[src/rtl/led_share_arbiter_if.sv]
// Bundle between the LED display sources and the LED arbiter.
// Ports: req/data come from the sources (master side); led/grant/busy
//        go back from the arbiter (slave side) toward the pins and sources.
interface led_share_arbiter_if #(
   parameter int N_REQ = 4
);
   logic [N_REQ-1:0]    req;    // per-source level request, bit i = source i
   logic [16*N_REQ-1:0] data;   // source i word in data[16*i +: 16]
   logic [15:0]         led;    // registered LED drive
   logic [N_REQ-1:0]    grant;  // registered one-hot grant, zero when idle
   logic                busy;   // registered, equals |grant

   modport master (
      output req,
      output data,
      input  led,
      input  grant,
      input  busy
   );

   modport slave (
      input  req,
      input  data,
      output led,
      output grant,
      output busy
   );
endinterface

[src/rtl/led_share_arbiter.sv]
// Round-robin time-share of the 16 user LEDs between N_REQ display sources,
// each winner holding the LEDs for DWELL cycles; grant/led one edge after req.
// No backpressure: req is level-sensitive, a source drops req to release early.
// Ports: clk, rst (sync, active-high); bus.slave carries req/data in and
//        led/grant/busy out, all outputs registered.
module led_share_arbiter #(
   parameter int          N_REQ        = 4,
   parameter int          DWELL        = 100_000_000,
   parameter logic [15:0] IDLE_PATTERN = 16'h0000
) (
   input logic                clk,
   input logic                rst,
   led_share_arbiter_if.slave bus
);

   localparam int             IW       = (N_REQ > 1) ? $clog2(N_REQ) : 1;
   localparam int             CW       = (DWELL > 0) ? $clog2(DWELL + 1) : 1;
   localparam logic [CW-1:0]  RELOAD   = CW'(DWELL - 1);
   localparam logic [IW-1:0]  LAST_RST = IW'(N_REQ - 1);

   typedef enum logic {IDLE, HOLD} state_t;

   state_t           state;
   logic [CW-1:0]    cnt;
   logic [IW-1:0]    last;      // most recent winner; also the current grantee in HOLD
   logic [N_REQ-1:0] grant_q;
   logic             busy_q;
   logic [15:0]      led_q;

   // Per-source views of the flat data bus.
   logic [15:0] slice [N_REQ];
   for (genvar i = 0; i < N_REQ; i++) begin : g_slice
      assign slice[i] = bus.data[16*i +: 16];
   end

   // Round-robin search: first set req bit starting at last+1, wrapping.
   logic             win_found;
   logic [IW-1:0]    win_idx;
   logic [N_REQ-1:0] win_onehot;
   logic [IW-1:0]    cand;

   always_comb begin
      win_found  = 1'b0;
      win_idx    = '0;
      win_onehot = '0;
      cand       = '0;
      for (int k = 1; k <= N_REQ; k++) begin
         cand = IW'((int'(last) + k) % N_REQ);
         if (!win_found && bus.req[cand]) begin
            win_found        = 1'b1;
            win_idx          = cand;
            win_onehot[cand] = 1'b1;
         end
      end
   end

   // Re-arbitrate when idle, when the dwell ran out, or when the grantee
   // let go of its request. A sole requester at expiry simply re-wins,
   // so grant stays steady with no gap.
   logic arb_evt;
   assign arb_evt = (state == IDLE) || (cnt == '0) || !bus.req[last];

   always_ff @(posedge clk) begin
      if (rst) begin
         state   <= IDLE;
         cnt     <= '0;
         last    <= LAST_RST;
         grant_q <= '0;
         busy_q  <= 1'b0;
         led_q   <= IDLE_PATTERN;
      end else if (arb_evt) begin
         if (win_found) begin
            state   <= HOLD;
            cnt     <= RELOAD;
            last    <= win_idx;
            grant_q <= win_onehot;
            busy_q  <= 1'b1;
            led_q   <= slice[win_idx];
         end else begin
            state   <= IDLE;
            cnt     <= '0;
            grant_q <= '0;
            busy_q  <= 1'b0;
            led_q   <= IDLE_PATTERN;
         end
      end else begin
         // cnt is nonzero here, so the decrement never wraps.
         cnt   <= cnt - 1'b1;
         led_q <= slice[last];
      end
   end

   assign bus.grant = grant_q;
   assign bus.busy  = busy_q;
   assign bus.led   = led_q;

endmodule

[src/flat_wrapper.sv]
// flat-port wrapper written by rule: the top's interface ports become plain ports
module led_share_arbiter_flat 
#(
   parameter int          N_REQ        = 4,
   parameter int          DWELL        = 100_000_000,
   parameter logic [15:0] IDLE_PATTERN = 16'h0000
)
  (clk, rst, bus_req, bus_data, bus_led, bus_grant, bus_busy);
  led_share_arbiter_if #(.N_REQ(N_REQ)) bus_i ();
  input logic clk;
  input logic rst;
  input wire logic [$bits(bus_i.req)-1:0] bus_req;
  input wire logic [$bits(bus_i.data)-1:0] bus_data;
  output wire logic [$bits(bus_i.led)-1:0] bus_led;
  output wire logic [$bits(bus_i.grant)-1:0] bus_grant;
  output wire logic [$bits(bus_i.busy)-1:0] bus_busy;
  assign bus_i.req = bus_req;
  assign bus_i.data = bus_data;
  assign bus_led = bus_i.led;
  assign bus_grant = bus_i.grant;
  assign bus_busy = bus_i.busy;
  led_share_arbiter #(.N_REQ(N_REQ), .DWELL(DWELL), .IDLE_PATTERN(IDLE_PATTERN)) u_core (.clk(clk), .rst(rst), .bus(bus_i));
endmodule
[config.mk]
export PLATFORM = sky130hd
export DESIGN_NAME = led_share_arbiter_flat
export DESIGN_NICKNAME = d
export VERILOG_FILES = /design/src/rtl/led_share_arbiter_if.sv /design/src/rtl/led_share_arbiter.sv /design/src/flat_wrapper.sv
export SDC_FILE = /design/constraint.sdc
export NUM_CORES = 1
export LEC_CHECK = 0
export BUFFER_PORTS_ARGS = -buffer_cell sky130_fd_sc_hd__buf_2
export CAP_MARGIN = 15
export CORE_ASPECT_RATIO = 0.6
export CORE_MARGIN = 4
export CORE_UTILIZATION = 54
export CTS_CLUSTER_SIZE = 25
export DETAILED_ROUTE_END_ITERATION = 8
export GPL_TIMING_DRIVEN = 1
export PLACE_DENSITY_LB_ADDON = 0.1
export SYNTH_ARGS = -nofsm -noshare
export SYNTH_HDL_FRONTEND = slang
export SYNTH_SLANG_ARGS = --single-unit
[constraint.sdc]
create_clock -name clk -period 3.85 [get_ports clk]
set_clock_uncertainty 0.15 [all_clocks]
set_input_delay 0.385 -clock clk [delete_from_list [all_inputs] [get_ports clk]]
set_output_delay 0.385 -clock clk [all_outputs]
set_load 0.01 [all_outputs]
# After elaboration in Yosys (flattened, before gate mapping)
# Cells that the tools add are included.
# totals
regBits,50
latchBits,0
mem_bits_rw,0
romBits,0
out_inout_bits,21
wordCells,84
memories,0
# classes
add_sub_neg,5
n_mul,0
div_mod_pow,0
order_cmp,11
n_eq_ne,0
shifts,0
mux,42
bitwise,6
reduce_logical,15
# ops
operator,n
16-bit two-way mux,6
16-bit binary-select mux with 2-bit select,2
27-bit two-way mux,2
27-bit zero test,1
27-bit by 1-bit subtractor with 27-bit output (second input constant),1
4-bit two-way mux,5
2-bit by 3-bit < comparator with 1-bit output (second input constant),5
1-bit two-way mux,14
4-bit OR,3
1-bit binary-select mux with 2-bit select,5
1-bit demux with 2-bit select,4
2-bit by 1-bit >= comparator with 1-bit output (second input constant),4
2-bit two-way mux,4
1-bit logical AND,7
3-bit >= comparator (second input constant),2
2-bit NOT with 3-bit output,2
2-bit by 1-bit adder with 2-bit output (second input constant),2
2-bit adder (second input constant),2
1-bit zero test,4
1-bit logical OR,2
2-bit AND reduction,1
1-bit NOT,1

# Depth between registers and ports, before layout
# Gate-level depths: netlist of the first run.
# logic_depth
word_depth,19
depth_mapped,14
depth_no_buf,8

# Least setup slack after synthesis of the first run
# OpenSTA, ideal clock, no wires.
# synth_path
path_kind,register -> register
from,register u_core.last[1]
to,register u_core.led_q[10] (netlist: u_core.bus.led[10])
setup_ns,0.123
arrival_ns,3.186
required_ns,3.577
path_slack_ns,0.391
stages_incl_launch_ff,14
path_cell_list,dfxtp_1 -> buf_1 -> inv_1 -> ha_1 -> clkbuf_1 -> mux4_2 -> nor2b_4 -> buf_6 -> a221o_1 -> a32o_1 -> buf_6 -> buf_6 -> a211oi_2 -> o31ai_2
# synth_via
elab_chain_cells,19
word_cells_on_any_way,40
# synth_lines
item,line,source
"start, declared",led_share_arbiter.sv:25,logic [IW-1:0] last;
"start signal, assigned",led_share_arbiter.sv:75,last <= win_idx;
2-bit by 1-bit adder with 2-bit output,led_share_arbiter.sv:48,cand = IW'((int'(last) + k) % N_REQ);
1-bit binary-select mux with 2-bit select,led_share_arbiter.sv:49,if (!win_found && bus.req[cand]) begin
1-bit two-way mux (implied by the code),led_share_arbiter.sv:49,
1-bit two-way mux,led_share_arbiter.sv:49,
1-bit zero test,led_share_arbiter.sv:49,
1-bit logical AND,led_share_arbiter.sv:49,
1-bit two-way mux,led_share_arbiter.sv:49,
1-bit zero test,led_share_arbiter.sv:49,
[... 2 more ...],n/a,
1-bit zero test,led_share_arbiter.sv:49,
1-bit logical AND,led_share_arbiter.sv:49,
2-bit two-way mux,led_share_arbiter.sv:49,
2-bit NOT with 3-bit output (implied by the code),led_share_arbiter.sv:78,led_q <= slice[win_idx];
16-bit binary-select mux with 2-bit select,led_share_arbiter.sv:78,
16-bit two-way mux (implied by the code) (2 in series),led_share_arbiter.sv:78,
16-bit two-way mux,led_share_arbiter.sv:72,if (win_found) begin
16-bit two-way mux (*),led_share_arbiter.sv:71,end else if (arb_evt) begin
"end signal, assigned",led_share_arbiter.sv:78,
"end signal, assigned",led_share_arbiter.sv:89,led_q <= slice[last];
"end, declared",led_share_arbiter.sv:28,logic [15:0] led_q;
# Mark *: on every way between the ends. The rest lies on a longest branch, timed or not. The select of a mux whose other input is x is not followed.
# A chain may end at the register's enable or synchronous reset.

# Worst setup path after layout of the first run
# layout_path
from,register u_core.last[0]
to,register u_core.led_q[15] (netlist: u_core.bus.led[15])
# Same word-level chain as after synthesis.

==> results of run 1 <==
[synth_stat cells, types with 2 or more instances]
cell type / count
xnor2_1: 15
o21ai_0: 18
or4_1: 3
a211oi_1: 23
xor2_1: 8
nand3b_1: 2
inv_1: 11
o31a_1: 2
o31ai_1: 5
o31ai_2: 8
nor3_1: 8
mux4_2: 20
ha_1: 10
o22ai_1: 3
buf_1: 3
mux2_2: 2
o21ai_1: 2
nor4_1: 7
or3_1: 2
a22oi_1: 4
nand2_1: 11
nor2b_1: 2
mux2i_1: 2
nor2_1: 25
nand3_1: 17
a221oi_1: 4
a211oi_2: 9
o211a_1: 2
buf_6: 4
o32ai_1: 3
or2_2: 2
clkbuf_1: 16
buf_2: 6
nor3b_1: 32
dfxtp_1: 50
[through the flow]
step | setup slack [ns] | instance area [um^2]
3_5_place_dp | 0.475 | 3930
2_1_floorplan | 0.391 | 3480
6_report | 0.480 | 4020
5_1_grt | 0.130 | 4020
3_3_place_gp | 0.638 | 3930
4_1_cts | 0.440 | 4020
[critical path, cell delays in order (launching register included)]
cell,delay (ns)
dfxtp_2,0.42
inv_1,0.13
ha_1,0.44
mux4_2,0.48
nor3_1,0.41
a32o_1,0.87
a211oi_1,0.10
o32ai_1,0.28
[cell type report]
class                           instances  share of cell area [%]
Multi-Input combinational cell        266                    56.3
Sequential cell                        50                    25.0
Timing Repair Buffer                   99                    12.9
Tap cell                               84                    2.62
Clock buffer                            5                    1.71
Inverter                               12                    1.12
Clock inverter                          2                   0.374
[final timing paths]
check,startpoint,end,cells after the start
max,u_core.last[0],u_core.bus.led[15],7
min,rst,u_core.state,2
max reg2reg,u_core.last[0],u_core.bus.led[15],7
min reg2reg,u_core.bus.grant[3],u_core.bus.grant[3],2
[layer usage]
metal	GRT usage, %	part of all wire (%)	wire length, um	vias to the layer above
met5	0	0	0	-
met4	4.59	0.92	84	0
met3	5.54	8.6	792	8
met2	35.4	45	4130	141
met1	32.3	45	4150	1576
li1	-	-	-	1519
[registers in the layout, summed over array words and instances (netlist names)]
register,count
u_core.bus.grant,4
u_core.last,2
u_core.state,1
u_core.cnt,27
u_core.bus.led,16
[power breakdown]
part	total, uW	switching [uW]	internal [uW]
clock	305	181	125
sequential	803	113	690
combinational	1940	1130	807
total	3050	1420	1620
[cells by family after synthesis]
kind of cell	synth area share [%]
fa+ha+maj	3.60
simple gates	19.7
mux	14.2
xor+xnor	5.80
buf+inv	6.16
flops	28.8
compound gates	21.8
==> flow_metrics.py, run 1 <==
metrics = {
    "finish": {
        "diodes": 0,
        "final_util_pct": 65.1,
        "fin_nets": 514,
        "final_common_cell": "buf_2",
        "final_cell_mix": "buf_2 (90), dfxtp_1 (49), nor3b_1 (32)",
        "drive_gt1_share_pct": 35.0,
        "finalNonFillerCells": 518,
        "regArea_mm2": 0.00100,
        "fillCellCount": 523,
        "synthToLayoutAreaGrowth_pct": 15.5,
        "multi_input_area_mm2": 0.00226,
    },
    "cts": {
        "cts_buffer_depth": 2,
        "cts_resized": 0,
        "cts_tree": "built",
        "numCtsBuffers": 5,
        "clock_sinks": 50,
        "cts_hold_buf": 0,
        "cts_root_buf": "clkbuf_8",
        "clk-insertion-delay-late_ns": 0.30,
        "htree_levels": 2,
        "postCtsSetupBuffers": 0,
        "clk_pin_slew_ns": 0.09,
    },
    "die": {
        "start_util_pct": 56.4,
        "die_area_mm2": 0.00783,
        "io_pins": 91,
        "die_w_um": 112,
        "die-height_um": 70.1,
        "row_count": 22,
        "core_area_mm2": 0.00617,
    },
    "job": {
        "maxCapViolCount": 0,
    },
    "global_routing": {
        "track_usage_pct": 22.7,
        "grt_pass1_vias": 3016,
        "antenna_found_initial": 0,
        "grt_max_degree": 34,
        "grt_pass1_wl_mm": 14.8,
        "overflow": 0,
    },
    "synth": {
        "yosysTopAreaCell": "dfxtp_1",
        "synth_flop_cell": "dfxtp_1",
        "avgSynthCellArea_um2": 9.68,
        "netlist_area_mm2": 0.00348,
        "ys_warn_count": 0,
        "ys_seq_elements": 50,
        "synthCells": 359,
        "synth_area_leaders": "dfxtp_1 (29%), mux4_2 (13%), nor3b_1 (6.9%)",
        "ys_async_sr_fraction_pct": 0,
        "ys_types": 53,
        "seq_area_frac_synth_pct": 28.8,
        "syn_nets": 439,
        "synth_top_area_share_pct": 28.8,
        "synth_edf_count": 0,
    },
    "sta": {
        "maxSlewHeadroom_pct": 36.0,
        "finalHoldViolations": 0,
        "fin_crit_sh_pct": 87.5,
        "tns_ns": 0,
        "max_freq_mhz": 297,
        "rsz0062_at_grt": "false",
        "finalSetupViolations": 0,
        "worst_slew_pin_slew_ns": 0.960,
        "final.min_clock_period_ns": 3.37,
        "finalMaxSlewViolations": 0,
        "holdWs_ns": 0.110,
    },
    "drt": {
        "first_pass_iters": 5,
        "routed_via_density": 6.26,
        "drt_iter0_drc": 193,
        "wire_per_inst_um": 17.7,
        "route.vias.total": 3244,
        "drc": 0,
        "ant_nets": 0,
        "finalWirelength_mm": 9.16,
    },
    "worst_hold_path": {
        "hold_path_class": "input port to register",
    },
    "critical_path": {
        "required_ns": 3.90,
        "r2r_slack_ns": 0.48,
        "crit_type": "register to register",
        "path_max_fanout": 17,
        "worst_ep_arrival_time_ns": 3.42,
        "critical_path.endpoint_type": "register",
        "start_kind": "register",
    },
    "power": {
        "p_leak_uw": 0.00157,
        "totalPowerFinal_uw": 3050,
        "ir_drop_mv": 1.11,
        "power_density_mw_per_mm2": 759,
    },
    "place": {
        "io_buffers": 90,
        "dp_cells": 511,
        "hpwl_mm": 6.63,
        "gp_congestion": 0.824,
    },
    "run_status": {
        "outcome": "completed",
    },
}
Power figures use the tool's default switching activity.
==> run 2, diff against run 1 <==
--- a/config.mk
+++ b/config.mk
@@ -5,6 +5,7 @@
 export SDC_FILE = /design/constraint.sdc
 export NUM_CORES = 1
 export LEC_CHECK = 0
+export ABC_AREA = 1
 export BUFFER_PORTS_ARGS = -buffer_cell sky130_fd_sc_hd__buf_2
 export CAP_MARGIN = 15
 export CORE_ASPECT_RATIO = 0.6
==> run 2 against run 1 <==
Total power rose by 23%; register-to-register slack improved by 0.41 ns; clock power rose by 6%; wire length rose by 17%; synthesized area rose by 3.6%; setup slack improved by 0.41 ns.
==> flow_metrics.py, run 2 <==
metrics = {
    "run_status": {
        "outcome": "completed",
    },
    "place": {
        "dp_slack_ns": 0.950,
        "io_buffers": 90,
        "dp_cells": 736,
        "gp_congestion": 0.902,
        "hpwl_mm": 7.86,
    },
    "drt": {
        "ant_nets": 0,
        "first_pass_iters": 5,
        "wire_per_inst_um": 14.4,
        "drt_iter0_drc": 480,
        "finalWirelength_mm": 10.7,
        "routed_via_density": 5.60,
        "route.vias.total": 4166,
        "drc": 0,
    },
    "die": {
        "start_util_pct": 57.4,
        "die-height_um": 71.3,
        "core_area_mm2": 0.00628,
        "row_count": 22,
        "die_w_um": 113,
        "io_pins": 91,
        "die_area_mm2": 0.00808,
    },
    "finish": {
        "fin_nets": 739,
        "top_register": "u_core.cnt",
        "diodes": 0,
        "drive_gt1_share_pct": 20.0,
        "synthToLayoutAreaGrowth_pct": 14.5,
        "largest_reg_flops": 27,
        "final_common_cell": "nand2_1",
        "finalNonFillerCells": 744,
        "final_cell_mix": "nand2_1 (189), buf_2 (90), nor2_1 (50), dfxtp_1 (50), o21ai_0 (48)",
    },
    "synth": {
        "yosysMostFrequentCell": "nand2_1",
        "synth_top_area_share_pct": 27.8,
        "synth_flop_cell": "dfxtp_1",
        "ys_async_sr_fraction_pct": 0,
        "synthCells": 584,
        "synth_area_leaders": "dfxtp_1 (28%), nand2_1 (20%), o21ai_0 (6.7%)",
        "netlist_area_mm2": 0.00360,
        "ys_warn_count": 0,
        "ys_types": 37,
        "ys_seq_elements": 50,
        "synthTopCellsByCount": "nand2_1 (189), dfxtp_1 (50), nor2_1 (50)",
        "synth_edf_count": 0,
        "avgSynthCellArea_um2": 6.17,
        "yosysTopAreaCell": "dfxtp_1",
        "seq_area_frac_synth_pct": 27.8,
        "syn_nets": 664,
    },
    "cts": {
        "cts_hold_buf": 0,
        "numCtsBuffers": 5,
        "cts_root_buf": "clkbuf_8",
        "htree_levels": 2,
        "clk-insertion-delay-late_ns": 0.32,
        "cts_tree": "built",
        "clk_pin_slew_ns": 0.10,
        "clock_sinks": 50,
        "cts_buffer_depth": 2,
        "postCtsSetupBuffers": 0,
        "cts_resized": 0,
    },
    "critical_path": {
        "r2r_slack_ns": 0.89,
        "crit_type": "register to register",
        "critical_path.endpoint_type": "register",
        "start_kind": "register",
        "crit_top_cell": "nand2_1",
        "path_max_fanout": 50,
        "slowest_delay_ns": 0.53,
        "worst_ep_arrival_time_ns": 3.06,
        "worst-path-buf-inv": 3,
        "cp_slowest_cell": "inv_2",
        "critical_path.cell_chain": "buf_4 > nand2_1 > nand2_1 > o21ai_2 > nor2_1 > nand2_1 > inv_2 > nand2_1 > inv_2 > o21ai_0 > a21oi_1",
        "crit_family": "buffers and inverters",
        "required_ns": 3.96,
    },
    "power": {
        "ir_drop_mv": 0.948,
        "clockPowerShare_pct": 8.6,
        "power_density_mw_per_mm2": 908,
        "swShare_pct": 55.3,
        "p_comb_share_pct": 68.5,
        "p_seq_share_pct": 22.8,
        "internal-power_uw": 1670,
        "p_leak_uw": 0.00213,
        "p_switching_uw": 2070,
    },
    "global_routing": {
        "overflow": 0,
        "grt_max_degree": 51,
        "antenna_found_initial": 1,
        "track_usage_pct": 26.5,
        "grt_pass1_wl_mm": 17.5,
        "grt_pass1_vias": 3853,
    },
    "sta": {
        "maxSlewHeadroom_pct": 54.0,
        "final.min_clock_period_ns": 2.96,
        "worst_slew_pin_slew_ns": 0.690,
        "max_freq_mhz": 338,
        "final.setup.worst_slack_ns": 0.892,
        "finalMaxSlewViolations": 0,
        "fin_crit_sh_pct": 76.8,
        "finalSetupViolations": 0,
        "rsz0062_at_grt": "false",
        "finalHoldViolations": 0,
        "tns_ns": 0,
    },
    "worst_hold_path": {
        "hold_path_class": "input port to register",
    },
    "job": {
        "maxCapViolCount": 0,
    },
}
[run 2: worst reg2reg max path, cell delays in order, from the launching register on]
cell     delay (ns)
dfxtp_1        0.36
buf_4          0.43
nand2_1        0.16
nand2_1        0.14
o21ai_2        0.08
nor2_1         0.10
nand2_1        0.11
inv_2          0.16
nand2_1        0.36
inv_2          0.54
o21ai_0        0.18
a21oi_1        0.13
[run 2: layout make-up]
class	count	area (um^2)
multi-input combinational	458	2260
fill	578	2150
sequential	50	1000
timing repair buffer	94	480
inverter	50	188
tap	84	105
clock buffer	5	68.8
clock inverter	3	21.3
[run 2: per-layer routing]
layer | track usage (%) | routed length (um) | share of wire, %
met5 | 0 | 7 | 0.066
met4 | 7.33 | 136 | 1.3
met3 | 5.23 | 1010 | 9.5
met2 | 40.4 | 4470 | 42
met1 | 38.2 | 5060 | 47
[run 2: cell families (layout without fill, tap and decap cells)]
kind of cell	after synthesis	in the layout	synth area share, %
AND/OR/NAND/NOR	320	320	38.2
AO/OA/AOI/OAI	114	114	17.7
buffers and inverters	76	152	9.49
flip-flops	50	50	27.8
XOR/XNOR	14	14	3.41
adder cells (fa/ha/maj)	10	10	3.47
[run 2: worst paths after layout]
| kind | from | endpoint | depth (start not counted) |
|---|---|---|---|
| max | u_core.last[0] | u_core.cnt[25] | 11 |
| min | rst | u_core.bus.led[15] | 2 |
| max reg2reg | u_core.last[0] | u_core.cnt[25] | 11 |
| min reg2reg | u_core.cnt[25] | u_core.cnt[25] | 2 |
[run 2: metrics by stage]
stage / util (%) / power (uW) / hold WS [ns] / area, um^2
after detailed placement: 64.3 / 3370 / 0.299 / 4030
after floorplan: - / 2910 / 0.275 / 3600
final: 65.7 / 3740 / 0.177 / 4120
after CTS: 65.7 / 3700 / 0.169 / 4120
after global routing: 65.7 / 4120 / 0.191 / 4120
after global placement: 64.3 / 3300 / 0.289 / 4030
[run 2: power groups by stage]
stage	logic, uW	clock network, uW	registers [uW]
4_1_cts	2520	332	848
3_3_place_gp	2450	0	853
2_1_floorplan	2040	0	878
3_5_place_dp	2510	0	857
5_1_grt	2900	349	872
6_report	2570	324	854
==> run 3, diff against run 2 <==
==> constraint.sdc (replaced) <==
create_clock -name clk -period 2.9 [get_ports clk]
set_clock_uncertainty 0.15 [all_clocks]
set_input_delay 0.29 -clock clk [delete_from_list [all_inputs] [get_ports clk]]
set_output_delay 0.29 -clock clk [all_outputs]
set_load 0.01 [all_outputs]
==> run 3 against run 2 <==
Non-clock buffer count up 6; global-route usage down 1.0 points; die area unchanged; maximum frequency up 13%; critical path type unchanged; critical endpoint is now u_core.bus.led[15]; largest cell class unchanged.
==> flow_metrics.py, run 3 (same netlist as run 2, synthesis figures left out) <==
metrics = {
    "drt": {
        "ant_nets": 0,
        "routed_via_density": 5.51,
        "drc": 0,
        "finalWirelength_mm": 10.4,
        "route.vias.total": 4134,
        "drt_iter0_drc": 458,
        "wire_per_inst_um": 13.8,
        "first_pass_iters": 4,
    },
    "cts": {
        "cts_root_buf": "clkbuf_8",
        "cts_buffer_depth": 2,
        "htree_levels": 2,
        "clk_pin_slew_ns": 0.09,
        "cts_tree": "built",
        "clk-insertion-delay-late_ns": 0.31,
        "numCtsBuffers": 5,
        "clock_sinks": 50,
    },
    "finish": {
        "final_common_cell": "nand2_1",
        "top_register": "u_core.cnt",
        "drive_gt1_share_pct": 20.6,
        "largest_reg_flops": 27,
        "synthToLayoutAreaGrowth_pct": 16.4,
        "final_area_mm2": 0.00419,
        "final_cell_mix": "nand2_1 (189), buf_2 (90), nor2_1 (50), dfxtp_1 (50), o21ai_0 (48)",
        "fillCellCount": 582,
        "fin_nets": 745,
        "diodes": 0,
        "final_util_pct": 66.8,
    },
    "power": {
        "ir_drop_mv": 1.11,
        "p_seq_share_pct": 22.1,
        "swShare_pct": 53.4,
        "totalPowerFinal_uw": 5100,
        "internal-power_uw": 2380,
        "p_leak_uw": 0.00217,
        "power_density_mw_per_mm2": 1220,
        "clockPowerShare_pct": 9.9,
        "p_comb_share_pct": 68.0,
        "p_switching_uw": 2720,
    },
    "sta": {
        "maxSlewHeadroom_pct": 54.3,
        "max_freq_mhz": 384,
        "tns_ns": 0,
        "finalMaxSlewViolations": 0,
        "fin_crit_sh_pct": 89.9,
        "worst_slew_pin_slew_ns": 0.686,
        "final.min_clock_period_ns": 2.61,
        "rsz0062_at_grt": "false",
        "finalSetupViolations": 0,
        "holdWs_ns": 0.0731,
        "finalHoldViolations": 0,
    },
    "die": {
        "die_w_um": 113,
        "io_pins": 91,
        "row_count": 22,
        "die_area_mm2": 0.00808,
        "core_area_mm2": 0.00628,
        "start_util_pct": 57.4,
        "die-height_um": 71.3,
    },
    "global_routing": {
        "overflow": 0,
        "track_usage_pct": 25.4,
        "antenna_found_initial": 0,
        "grt_pass1_wl_mm": 17.0,
        "grt_max_degree": 51,
        "grt_pass1_vias": 3695,
    },
    "critical_path": {
        "critical_path.endpoint_type": "register",
        "start_kind": "register",
        "required_ns": 3.00,
        "r2r_slack_ns": 0.29,
        "path_max_fanout": 50,
        "crit_path_start": "u_core.last[0]",
        "worstReg2RegStart": "u_core.last[0]",
        "worst_ep_arrival_time_ns": 2.70,
        "crit_type": "register to register",
    },
    "place": {
        "hpwl_mm": 7.69,
        "place_area_mm2": 0.00408,
        "io_buffers": 90,
        "gp_congestion": 0.926,
    },
    "worst_hold_path": {
        "hold_start": "rst",
        "hold_path_class": "input port to register",
    },
    "run_status": {
        "outcome": "completed",
    },
    "job": {
        "maxCapViolCount": 0,
    },
}
run 3: cell count changes in the layout (fill, tap and decap cells not counted), sizes merged:
cell and change:
buf +6, bufinv +1, clkbuf +1, clkinv -2
run 3: area by class of cell:
type                            count  area, um^2  area share, %
Inverter                           50         188           4.48
Timing Repair Buffer              100         526           12.5
Sequential cell                    50        1000           23.9
Tap cell                           84         105           2.51
Multi-Input combinational cell    458        2260           54.0
Clock inverter                      2        37.5          0.895
Clock buffer                        6        72.6           1.73
run 3: final timing paths:
check,endpoint,depth (start not counted)
max,u_core.bus.led[15],11
min,u_core.bus.led[15],2
max reg2reg,u_core.bus.led[15],11
min reg2reg,u_core.bus.grant[0],2
run 3: power groups by stage:
stage | combinational, uW | clock [uW] | sequential, uW
finish | 3470 | 506 | 1130
global route | 3910 | 544 | 1160
CTS | 3410 | 515 | 1120
detailed placement | 3390 | 0 | 1130
global placement | 3330 | 0 | 1130
floorplan | 2700 | 0 | 1170
run 3: worst max-delay path, cell delays in order (launching register included):
cell	delay, ns
dfxtp_1	0.35
buf_4	0.41
nand2_1	0.15
nand3_2	0.14
nand2_4	0.09
inv_2	0.09
nand3_1	0.16
o21ai_2	0.59
nand3_1	0.14
nand2_1	0.10
nand2_1	0.05
a21oi_1	0.11
run 3: stage by stage:
stage,instances,worst slack [ns]
final,750,0.293
after global routing,750,0.0596
after CTS,750,0.120
after detailed placement,742,0.139
after global placement,742,0.244
after floorplan,584,0.132
run 3: layer usage:
layer,part of all wire [%],track usage [%]
met5,0,0
met4,1.4,6.93
met3,9.5,4.05
met2,43,39.9
met1,46,36.5
run 3: repair_timing:
| action | in CTS | in global routing |
|---|---|---|
| hold endpoints to repair | 0 | 0 |
| resized for setup | 0 | 1 |
| hold buffers | 0 | 0 |
| setup buffers | 0 | 0 |
| setup endpoints to repair | 0 | 7 |
